==> src/rtl/tt_um_seq_div.sv <==
// Multi-cycle 4-bit unsigned restoring divider, one quotient bit per clock.
// Operands on ui_in, start on uio_in[0], result on uo_out, status on uio_out.
module tt_um_seq_div (
    input  logic       clk,
    input  logic       rst,
    input  logic [7:0] ui_in,
    input  logic [7:0] uio_in,
    output logic [7:0] uo_out,
    output logic [7:0] uio_out,
    output logic [7:0] uio_oe,
    input  logic       ena
);

    typedef enum logic [1:0] {S_IDLE, S_RUN, S_DONE} state_t;

    state_t     r_state, w_stateNext;
    logic       r_startQ;
    logic [3:0] r_aReg, w_aNext;
    logic [3:0] r_bReg, w_bNext;
    logic [4:0] r_rem, w_remNext;
    logic [3:0] r_quo, w_quoNext;
    logic [1:0] r_cnt, w_cntNext;
    logic [3:0] r_q, w_qNext;
    logic [3:0] r_r, w_rNext;
    logic       r_busy, w_busyNext;
    logic       r_done, w_doneNext;
    logic       r_dbz, w_dbzNext;

    logic [3:0] w_opA, w_opB;
    logic       w_go;
    logic [4:0] w_trial;
    logic       w_unused;

    assign w_opA    = ui_in[3:0];
    assign w_opB    = ui_in[7:4];
    assign w_go     = uio_in[0] & ~r_startQ;
    assign w_unused = &{1'b0, ena, uio_in[7:1]};

    // Next-state and datapath: a rising start edge launches from IDLE or DONE,
    // RUN shifts one dividend bit into the partial remainder per clock.
    always_comb begin
        w_stateNext = r_state;
        w_aNext     = r_aReg;
        w_bNext     = r_bReg;
        w_remNext   = r_rem;
        w_quoNext   = r_quo;
        w_cntNext   = r_cnt;
        w_qNext     = r_q;
        w_rNext     = r_r;
        w_busyNext  = r_busy;
        w_doneNext  = r_done;
        w_dbzNext   = r_dbz;
        w_trial     = {r_rem[3:0], r_quo[3]};

        case (r_state)
            S_IDLE, S_DONE: begin
                if (w_go) begin
                    w_aNext = w_opA;
                    w_bNext = w_opB;
                    if (w_opB == 4'd0) begin
                        w_stateNext = S_DONE;
                        w_qNext     = 4'hF;
                        w_rNext     = w_opA;
                        w_dbzNext   = 1'b1;
                        w_doneNext  = 1'b1;
                        w_busyNext  = 1'b0;
                    end else begin
                        w_stateNext = S_RUN;
                        w_remNext   = 5'd0;
                        w_quoNext   = w_opA;
                        w_cntNext   = 2'd0;
                        w_busyNext  = 1'b1;
                        w_doneNext  = 1'b0;
                        w_dbzNext   = 1'b0;
                    end
                end
            end
            S_RUN: begin
                if (w_trial >= {1'b0, r_bReg}) begin
                    w_remNext = w_trial - {1'b0, r_bReg};
                    w_quoNext = {r_quo[2:0], 1'b1};
                end else begin
                    w_remNext = w_trial;
                    w_quoNext = {r_quo[2:0], 1'b0};
                end
                w_cntNext = r_cnt + 2'd1;
                if (r_cnt == 2'd3) begin
                    w_qNext     = w_quoNext;
                    w_rNext     = w_remNext[3:0];
                    w_busyNext  = 1'b0;
                    w_doneNext  = 1'b1;
                    w_stateNext = S_DONE;
                end
            end
            default: begin
                w_stateNext = S_IDLE;
            end
        endcase
    end

    always_ff @(posedge clk or posedge rst) begin
        if (rst) begin
            r_state  <= S_IDLE;
            r_startQ <= 1'b0;
            r_aReg   <= 4'd0;
            r_bReg   <= 4'd0;
            r_rem    <= 5'd0;
            r_quo    <= 4'd0;
            r_cnt    <= 2'd0;
            r_q      <= 4'd0;
            r_r      <= 4'd0;
            r_busy   <= 1'b0;
            r_done   <= 1'b0;
            r_dbz    <= 1'b0;
        end else begin
            r_state  <= w_stateNext;
            r_startQ <= uio_in[0];
            r_aReg   <= w_aNext;
            r_bReg   <= w_bNext;
            r_rem    <= w_remNext;
            r_quo    <= w_quoNext;
            r_cnt    <= w_cntNext;
            r_q      <= w_qNext;
            r_r      <= w_rNext;
            r_busy   <= w_busyNext;
            r_done   <= w_doneNext;
            r_dbz    <= w_dbzNext;
        end
    end

    assign uo_out  = {r_r, r_q};
    assign uio_out = {4'b0000, r_dbz, r_done, r_busy, 1'b0};
    assign uio_oe  = 8'b0000_1110;

endmodule

==> config.mk <==
export PLATFORM = sky130hd
export DESIGN_NAME = tt_um_seq_div
export DESIGN_NICKNAME = d
export VERILOG_FILES = /design/src/rtl/tt_um_seq_div.sv
export SDC_FILE = /design/constraint.sdc
export NUM_CORES = 1
export LEC_CHECK = 0
export ABC_CLOCK_PERIOD_IN_PS = 5400
export BUFFER_PORTS_ARGS = -buffer_cell sky130_fd_sc_hd__buf_2
export CORE_MARGIN = 2
export CORE_UTILIZATION = 43
export CTS_CLUSTER_DIAMETER = 100
export CTS_CLUSTER_SIZE = 12
export DETAILED_ROUTE_END_ITERATION = 10
export PLACE_DENSITY = 0.68
export SLEW_MARGIN = 5
export SYNTH_ARGS = -nofsm -noshare
export SYNTH_HDL_FRONTEND = slang
export SYNTH_SLANG_ARGS = --single-unit
==> constraint.sdc <==
create_clock -name clk -period 5.4 [get_ports clk]
set_clock_uncertainty 0.15 [all_clocks]
set_input_delay 1.08 -clock clk [delete_from_list [all_inputs] [get_ports clk]]
set_output_delay 1.08 -clock clk [all_outputs]
set_load 0.005 [all_outputs]
== Word-level counts from Yosys, hierarchy flattened ==
Index checks and enable logic that the tools add are counted.

* Register bits after elaboration: 28
* Bits of input ports: 19
* Word-level logic and storage cells: 63

* Add/sub/neg operators: 2
* Magnitude comparators: 1
* Eq/ne operators: 7
* Mux-type cells: 31
* Bitwise logic cells: 2
* Reductions and logical operators: 9

{| class="wikitable"
|+ Operators with widths
! operator !! number
|-
| $mux 4 || 11
|-
| $pmux 4 s2 || 4
|-
| $mux 2 || 5
|-
| $ne 2x2->1 const B || 4
|-
| $pmux 2 s2 || 2
|-
| $mux 1 || 7
|-
| $reduce_and 3->1 || 2
|-
| $ge 5x4->1 || 1
|-
| $eq 2x2->1 const B || 2
|-
| $logic_not 4->1 || 1
|-
| $pmux 1 s2 || 2
|-
| $reduce_and 2->1 || 2
|-
| $reduce_and 4->1 || 1
|-
| $sub 4x4->4 || 1
|-
| $add 2x1->2 const B || 1
|-
| $eq 2x1->1 const B || 1
|-
| $logic_not 2->1 || 1
|-
| $reduce_bool 2->1 || 1
|-
| $reduce_or 2->1 || 1
|-
| $and 1x1->1 || 1
|-
| $not 1->1 || 1
|}

== Logic depth before layout (Yosys ltp) ==
* Word-level depth: 4
* Depth in mapped cells: 7

== Least setup slack after synthesis ==
OpenSTA, ideal clock, no wires.

* Kind: input-to-reg
* Start: input ui_in[4]
* End: register r_r[3]
* Setup time: 136 ps
* Arrival time: 2122 ps
* Required time: 5114 ps
* Slack: 2992 ps
* Stages on the path: 4
* Cells stage by stage: or4_1 -> or3_1 -> a21oi_1 -> a311oi_1

* Word-level cells in the longest chain between the ends: 3

{| class="wikitable"
|+ Ends and longest elaborated chain
! item !! line !! RTL
|-
| start, declared || 6 || <nowiki>input logic [7:0] ui_in,</nowiki>
|-
| $logic_not 4->1 || 60 || <nowiki>if (w_opB == 4'd0) begin</nowiki>
|-
| $ne 2x2->1 (no line) || - ||
|-
| $reduce_and 4->1 (no line) || - ||
|-
| end signal, assigned || 124 || <nowiki>r_r <= w_rNext;</nowiki>
|-
| end, declared || 24 || <nowiki>logic [3:0] r_r, w_rNext;</nowiki>
|}

Every way passes these cells.
A chain may end at the register's enable or synchronous reset.

== Worst setup path after layout ==
* Start: input ui_in[4]
* End: register r_r[1]

The elaborated chain is that of the path after synthesis.

==> flow_metrics.tcl <==
set metrics [dict create \
    status "completed" \
    cp_max_fo 9 \
    synth-edff-count 0 \
    die_area_um2 4080 \
    row_count 21 \
    grt_usage_pct 15.6 \
    power_density_nw_per_um2 632 \
    synth_xor_area_share_pct 1.14 \
    power_frac_comb_pct 54.7 \
    worst_ep_required_time_ns 5.48 \
    clock-sinks 28 \
    intPower_w 0.000596 \
    avgSynthCellArea_um2 9.58 \
    avgRoutedWirePerCell_um 12.9 \
    area_growth_pct 6.97 \
    fp.dieW_um 63.9 \
    drc 0 \
    drtIter0Drc 62 \
    clk_path_buf_depth 2 \
    clk_pin_slew_ns 0.14 \
    synth_top_family_by_area "simple AND/OR/NAND/NOR gates" \
    rsz0062_at_grt "false" \
    post-cts-setup-buffer-count 0 \
    yosys_most_used_dff "dfrtp_1" \
    synth-compound-area-share_pct 13.5 \
    wl_um 2890 \
    drive_gt1_share_pct 21.3 \
    critical_path_class "input pin to register" \
    numCtsBuffers 3 \
    overflow 0 \
    netSwitchingFraction_pct 42.9 \
    power.share.clock_pct 9.9 \
    core_area_um2 3390 \
    clk_latency_ns 0.33 \
    fin_nets 204 \
    die_h_um 63.9 \
    finalHoldViolCount 0 \
    holdBufCountCts 0 \
    portBuffers 21 \
    grt_pass1_wl_um 5050 \
    final_common_cell "nand2_1" \
    cts_tree "yes" \
    netlist_instances 161 \
    power_frac_seq_pct 35.4 \
    min_period_ns 2.43 \
    yosys.area_share.adder_pct 5.35 \
    vias 1116 \
    grt_pass1_vias 1085 \
    initial_core_util_pct 45.5 \
    grt_max_degree 29 \
    vdd_ir_drop_max_v 0.000201 \
    hold_class "register to register" \
    startpoint_type "input pin" \
    setup.worst_path.end_class "register" \
    arrival_ns 2.51 \
    relSlewSlack_pct 30.4 \
    slew_viol_final 0 \
    synth_area_um2 1540 \
    async_reset_ff_share_pct 100 \
    mostFrequentLayoutCells "nand2_1 (34), dfrtp_1 (28), buf_2 (21), conb_1 (13), nor2_1 (12)" \
    ios 43 \
    dpl.hpwl_um 2280 \
    cap_violations 0 \
    gp_congestion 0.745 \
    dr.pass1.iters 4 \
    htreeDepth 1 \
    vias_per_cell 4.98 \
    cts_resized 0 \
    detail-route-antenna-nets 0 \
    diodes 0 \
    post-route-util_pct 48.7 \
    finalCritPeriodShare_pct 44.9 \
    synth-seq-cells 28 \
    max_clock_freq_ghz 0.412 \
    cts_root_buf "clkbuf_4" \
    synth_cell_types 41 \
    worst_slew_pin_slew_ns 1.04 \
    synthMuxAreaShare_pct 2.84 \
    yosysWarnings 0 \
    p_leak_nw 0.804 \
    setup_tns_ns 0 \
    yosys.area_share.simple_pct 21.2 \
    antenna_found_initial 0 \
    ys_seq_area_share_pct 45.4 \
    power_switching_w 0.000447 \
    setup_violations 0 \
]
## critical path, stage by stage
cell and delay, ns:
buf_2 0.11, nor4_1 0.51, nor2_1 0.13, nor2_2 0.29, nand2_1 0.10, o32a_1 0.29
## routing by layer
metal / global-route usage, % / share of wire, % / vias to the layer above
met4: 7.88 / 3.0 / 0
met2: 27.2 / 51 / 30
li1: - / - / 546
met1: 19.0 / 43 / 532
met3: 1.76 / 2.9 / 8
met5: 0 / 0 / -
## synth_stat cells (2+ instances only)
cell type,number,area [um2]
a31oi_1,6,37.5
inv_1,6,22.5
a21oi_1,2,10.0
nor2b_1,3,18.8
nor2_1,12,45.0
dfrtp_1,28,701
ha_1,5,62.6
nand2_1,34,128
o21ai_0,10,50.1
conb_1,2,7.51
mux2_2,3,33.8
clkbuf_1,2,7.51
buf_4,16,120
nand2b_1,5,31.3
## path summary, 6_finish.rpt
path                                           to  slack, ns  depth (start not counted)                   start
hold reg to reg                r_q[2]$_DFFE_PP0P_       0.33                          2      r_q[2]$_DFFE_PP0P_
setup reg to reg               r_r[1]$_DFFE_PP0P_       3.01                          5  r_state[0]$_DFFE_PP0P_
hold / removal                 r_q[2]$_DFFE_PP0P_       0.33                          2      r_q[2]$_DFFE_PP0P_
setup / recovery               r_r[1]$_DFFE_PP0P_       2.97                          6                ui_in[4]
min in group asynchronous  r_state[1]$_DFFE_PP0P_       0.83                          2                     rst
max in group asynchronous    r_cnt[1]$_DFFE_PP0P_       3.65                          2                     rst
## registers in the layout (all words and copies together), names as in the netlist, 2 cells and up
name     flops
r_quo        4
r_r          4
r_rem        4
r_q          4
r_bReg       4
r_cnt        2
r_state      2
## through the flow
stage / worst slack [ns] / instance area, um2 / total power, W / instances / hold WS, ns
CTS: 3.00 / 1650 / 0.00105 / 224 / 0.333
detailed placement: 2.64 / 1610 / 0.000948 / 220 / 0.301
global placement: 2.64 / 1610 / 0.000915 / 220 / 0.294
finish: 2.97 / 1650 / 0.00104 / 224 / 0.327
global route: 2.83 / 1650 / 0.00114 / 224 / 0.345
floorplan: 2.99 / 1580 / 0.000820 / 172 / 0.298
## final cells by class
cell class                 count  area, um2
fill                         336       1740
multi-input combinational    119        728
sequential                    28        701
timing repair buffer          21        105
tap                           46       57.6
clock buffer                   4       36.3
inverter                       6       22.5
## power by group through the flow
stage	Combinational, W	Sequential [W]	Clock, W
after floorplan	0.000456	0.000364	0
after global placement	0.000543	0.000372	0
after detailed placement	0.000572	0.000376	0
after CTS	0.000575	0.000370	0.000105
after global routing	0.000642	0.000383	0.000115
final	0.000571	0.000369	0.000103
## cells by family (layout without fill, tap and decap cells)
| logic type | after synthesis | in the layout |
|---|---|---|
| compound gates | 27 | 27 |
| xor+xnor | 2 | 2 |
| fa+ha+maj | 6 | 6 |
| buf+inv | 25 | 31 |
| flops | 28 | 28 |
| mux | 4 | 4 |
| other cells | 2 | 13 |
| simple gates | 67 | 67 |
No activity file was read; power rests on OpenSTA's default activity.
